File: src/rtl/mem_bus_ctrl.sv
// Memory-side bus controller: runs one valid/ready transaction per control-unit request,
// with wait-state tolerance, misalignment rejection and a saturating bus timeout.
module mem_bus_ctrl #(
  parameter int TIMEOUT_CYC = 255,
  parameter bit CHECK_ALIGN = 1'b1
) (
  input  logic        iClk,
  input  logic        nRst,
  input  logic        iRd,
  input  logic        iWr,
  input  logic [31:0] iAddr,
  input  logic [31:0] iWrData,
  output logic [31:0] oRdData,
  output logic        oBusy,
  output logic        oDone,
  output logic        oErr,
  output logic        oBus_valid,
  output logic        oBus_we,
  output logic [31:0] oBus_addr,
  output logic [31:0] oBus_wdata,
  input  logic        iBus_ready,
  input  logic [31:0] iBus_rdata
);

  typedef enum logic [1:0] {
    IDLE = 2'd0,
    BUS  = 2'd1,
    DONE = 2'd2,
    ERR  = 2'd3
  } state_t;

  localparam logic [7:0] TO_LAST_C = 8'(TIMEOUT_CYC - 1);

  state_t      state_r;
  logic [7:0]  count_r;
  logic [31:0] rd_data_r;
  logic        busy_r;
  logic        done_r;
  logic        err_r;
  logic        bus_valid_r;
  logic        bus_we_r;
  logic [31:0] bus_addr_r;
  logic [31:0] bus_wdata_r;

  function automatic logic is_misaligned(input logic [31:0] addr);
    return CHECK_ALIGN && (addr[1:0] != 2'b00);
  endfunction

  // Transaction FSM; every output is a register updated here.
  always_ff @(posedge iClk or negedge nRst) begin
    if (!nRst) begin
      state_r     <= IDLE;
      count_r     <= 8'd0;
      rd_data_r   <= 32'd0;
      busy_r      <= 1'b0;
      done_r      <= 1'b0;
      err_r       <= 1'b0;
      bus_valid_r <= 1'b0;
      bus_we_r    <= 1'b0;
      bus_addr_r  <= 32'd0;
      bus_wdata_r <= 32'd0;
    end else begin
      case (state_r)
        IDLE: begin
          if ((iRd ^ iWr) && !is_misaligned(iAddr)) begin
            bus_addr_r  <= {iAddr[31:2], 2'b00};
            bus_wdata_r <= iWrData;
            bus_we_r    <= iWr;
            bus_valid_r <= 1'b1;
            count_r     <= 8'd0;
            busy_r      <= 1'b1;
            state_r     <= BUS;
          end else if (iRd || iWr) begin
            // Conflicting or misaligned request: fail without touching the bus.
            busy_r  <= 1'b1;
            state_r <= ERR;
          end else begin
            state_r <= IDLE;
          end
        end
        BUS: begin
          if (iBus_ready) begin
            if (!bus_we_r) begin
              rd_data_r <= iBus_rdata;
            end else begin
              rd_data_r <= rd_data_r;
            end
            bus_valid_r <= 1'b0;
            bus_we_r    <= 1'b0;
            done_r      <= 1'b1;
            state_r     <= DONE;
          end else if (count_r == TO_LAST_C) begin
            bus_valid_r <= 1'b0;
            bus_we_r    <= 1'b0;
            done_r      <= 1'b1;
            err_r       <= 1'b1;
            state_r     <= ERR;
          end else if (count_r != 8'hFF) begin
            count_r <= count_r + 8'd1;
          end else begin
            count_r <= count_r;
          end
        end
        DONE: begin
          done_r  <= 1'b0;
          busy_r  <= 1'b0;
          state_r <= IDLE;
        end
        ERR: begin
          // Entered from IDLE with the pulse still pending, from BUS with it already raised.
          if (!done_r) begin
            done_r <= 1'b1;
            err_r  <= 1'b1;
          end else begin
            done_r  <= 1'b0;
            err_r   <= 1'b0;
            busy_r  <= 1'b0;
            state_r <= IDLE;
          end
        end
        default: begin
          bus_valid_r <= 1'b0;
          bus_we_r    <= 1'b0;
          busy_r      <= 1'b0;
          done_r      <= 1'b0;
          err_r       <= 1'b0;
          state_r     <= IDLE;
        end
      endcase
    end
  end

  assign oRdData    = rd_data_r;
  assign oBusy      = busy_r;
  assign oDone      = done_r;
  assign oErr       = err_r;
  assign oBus_valid = bus_valid_r;
  assign oBus_we    = bus_we_r;
  assign oBus_addr  = bus_addr_r;
  assign oBus_wdata = bus_wdata_r;

endmodule
File: config.mk
export PLATFORM = sky130hd
export DESIGN_NAME = mem_bus_ctrl
export DESIGN_NICKNAME = d
export VERILOG_FILES = /design/src/rtl/mem_bus_ctrl.sv
export SDC_FILE = /design/constraint.sdc
export NUM_CORES = 1
export LEC_CHECK = 0
export ABC_AREA = 0
export CAP_MARGIN = 10
export CORE_MARGIN = 2
export CORE_UTILIZATION = 41
export DETAILED_ROUTE_END_ITERATION = 8
export PLACE_DENSITY = 0.76
export RECOVER_POWER = 25
export SLEW_MARGIN = 20
export SYNTH_ARGS = -nofsm -noshare
export SYNTH_HDL_FRONTEND = slang
export SYNTH_SLANG_ARGS = --single-unit
File: constraint.sdc
create_clock -name iClk -period 2.1 [get_ports iClk]
set_input_delay 0.315 -clock iClk [delete_from_list [all_inputs] [get_ports iClk]]
set_output_delay 0.315 -clock iClk [all_outputs]
set_load 0.05 [all_outputs]
==> impl_metrics.json <==
{
  "status": "finished clean",
  "antenna_found_initial": 0,
  "worstSetupStartpoint": "oBus_we",
  "vias": 3166,
  "synth_compound_area_frac": 0.0523,
  "die_x_um": 108,
  "synth_fa_ha_area_frac": 0.0114,
  "cp_num_buf_inv": 1,
  "die_area_um2": 11600,
  "reg2reg_depth": 4,
  "slew_headroom": 0.0219,
  "fin_skew_ns": 0.00955,
  "crit_path_end_kind": "output port",
  "clk_pin_slew_worst_paths_ns": 0.11,
  "crit_family": "buffers and inverters",
  "power_density_nw_per_um2": 1750,
  "gp_congestion": 0.732,
  "grt_overflow_total": 0,
  "hold_viol": 0,
  "p_leak_nw": 2.86,
  "route.met3.wl_um": 983,
  "cap_violations": 0,
  "mappedNetlistArea_um2": 4400,
  "mostFrequentLayoutCell": "clkdlybuf4s50_1",
  "dr.pass1.iters": 4,
  "tightest_slew_ns": 1.47,
  "synth_top_family_by_area": "multiplexers",
  "antenna_cells": 0,
  "synth_xor_area_frac": 0,
  "ant_nets": 0,
  "ys.flop_type": "dfrtp_1",
  "slowest_stage": "clkdlybuf4s50_1",
  "hold_buffers": 0,
  "required_ns": 1.78,
  "hp-class": "in -> async",
  "setup_violations": 0,
  "peakVddDrop_mv": 0.933,
  "dr_wl_met2_mm": 5.25,
  "layout_common_cells": "196 x clkdlybuf4s50_1, 109 x dfrtp_1, 89 x mux2_2, 10 x nor2_1",
  "cts.path.max_buffers": 2,
  "ff_latch_area_um2": 2730,
  "worstSetupPathType": "reg -> out",
  "crit_path_start_kind": "flip-flop",
  "rsz0062_at_grt": "no",
  "yosys.area_share.simple": 0.0372,
  "crit_arrival_ns": 1.65,
  "period_minus_slack_ns": 1.97,
  "reg2reg_from": "state_r[1]",
  "drt-wirelength-per-cell_um": 16.5,
  "timing.rr.end": "oRdData[16]",
  "area_growth_syn_to_layout_pct": 56.3,
  "grt_max_degree": 110,
  "crit_chain": "clkdlybuf4s50_1",
  "cp_slowest_stage_delay_ns": 0.85,
  "start_util": 0.424,
  "coreArea_um2": 10400,
  "cts_root_buf": "clkbuf_8",
  "ys_ff_latch": 109,
  "hpwlAfterDp_mm": 8.00,
  "syn-mean-instance-area_um2": 14.9,
  "nFillCells": 796,
  "post-route-period-util": 0.936,
  "yosysSeqAreaShare": 0.620,
  "syn_inst": 296,
  "max_clock_freq_mhz": 509,
  "top_layer": "met4",
  "grt_pass1_vias": 3156,
  "vias_per_cell": 4.88,
  "wl_met1_mm": 4.36,
  "chipHeight_um": 108,
  "drive_gt1_frac": 0.259,
  "worstSkewPairLatency_ns": 0.35,
  "cts.sinks": 109,
  "final_util": 0.663,
  "ys_types": 37,
  "grt_usage": 0.184,
  "io_pins": 202,
  "synth-edff-count": 0,
  "synthMuxAreaShare": 0.243,
  "ys_warn_count": 0,
  "r2r_slack_ns": 0.35,
  "synthArstFlopShare": 1.00,
  "multi_input_area_um2": 1530,
  "drv_slew": 0,
  "grt_pass1_wl_mm": 16.6,
  "drt-initial-drc-count": 82,
  "cts_tree": "yes",
  "cts-buffers-inserted": 9,
  "h-tree-depth": 3,
  "rows": 37,
  "numPortBuffers": 199,
  "power_mw": 12.0,
  "nNetsFinal": 613,
  "critPathMaxFanout": 4,
  "drc": 0,
  "wl_mm": 10.7
}
per-stage QoR:
| stage | std cells | worst slack (ns) | instance area, um^2 | hold slack (ns) | setup TNS, ns |
|---|---|---|---|---|---|
| floorplan | 297 | 0.104 | 4400 | 0.0194 | 0 |
| global placement | 630 | -0.343 | 6640 | 0.439 | -22.36 |
| detailed placement | 630 | -0.409 | 6640 | 0.439 | -26.06 |
| CTS | 646 | 0.0173 | 6820 | 0.0295 | 0 |
| global route | 649 | 0.0556 | 6880 | 0.506 | 0 |
| finish | 649 | 0.134 | 6880 | 0.420 | 0 |
state kept, by name (all words and copies together), names as in the netlist, 2 cells and up:
signal and count:
oBus_wdata 32, oRdData 32, oBus_addr 30, count_r 8
state_r 2
what timing repair did:
item / 4_1_cts / 5_1_grt
cloned: 0 / 2
buffers inserted: 0 / 1
pin swaps: 0 / 2
endpoints found under the setup margin: 6 / 41
gates resized for setup: 2 / 4
routing by layer:
metal  global-route usage  vias to the layer above
met5                    0                        -
met3               0.0690                       13
met2                0.313                      122
met4               0.0467                        0
li1                     -                     1475
met1                0.221                     1556
report_power, final:
group | leakage [nW] | switching [mW] | internal, mW | total [mW]
Sequential | 1.33 | 0.593 | 3.11 | 3.70
Combinational | 1.44 | 4.49 | 2.68 | 7.18
Clock | 0.0959 | 0.725 | 0.450 | 1.17
Total | 2.86 | 5.81 | 6.24 | 12.0
worst max-delay path by stage:
stage	depth (start not counted)	slack, ns	to
global placement	8	-0.34	count_r[3]
floorplan	6	0.10	oBus_wdata[22]
detailed placement	8	-0.41	count_r[3]
finish	1	0.13	oBus_we
global route	1	0.06	oBus_we
CTS	8	0.02	count_r[3]
cell usage after synthesis (all sizes together), types with 2 or more instances:
cell / instances / area, um^2
nor3b: 2 / 20.0
ha: 4 / 50.1
o21ai: 9 / 45.0
nand3: 3 / 15.0
o22ai: 2 / 12.5
mux2: 94 / 1060
nor2: 10 / 37.5
nand2: 5 / 18.8
buf: 14 / 119
a31oi: 5 / 31.3
inv: 10 / 37.5
o31a: 2 / 20.0
dfrtp: 109 / 2730
or3: 2 / 13.8
nand2b: 3 / 18.8
a21oi: 6 / 30.0
worst reg2reg max path: cells and delay by family, from the launching register on:
family / cells / cell delay (ns)
DFF: 1 / 0.53
muxes: 1 / 0.36
buffers and inverters: 1 / 0.23
and+or+nand+nor: 2 / 0.51
logic make-up (layout without fill, tap and decap cells):
family | after synthesis | count (layout)
flops | 109 | 109
other cells | 1 | 2
fa+ha+maj | 4 | 4
mux | 95 | 95
buf+inv | 24 | 240
simple gates | 29 | 29
compound gates | 34 | 34
area by class of cell:
type / count / area share
inverter: 10 / 0.00546
multi-input combinational: 164 / 0.223
timing repair buffer: 214 / 0.324
clock inverter: 7 / 0.00819
tap: 136 / 0.0247
sequential: 109 / 0.397
clock buffer: 9 / 0.0180
No activity file was read; power rests on OpenSTA's default activity.
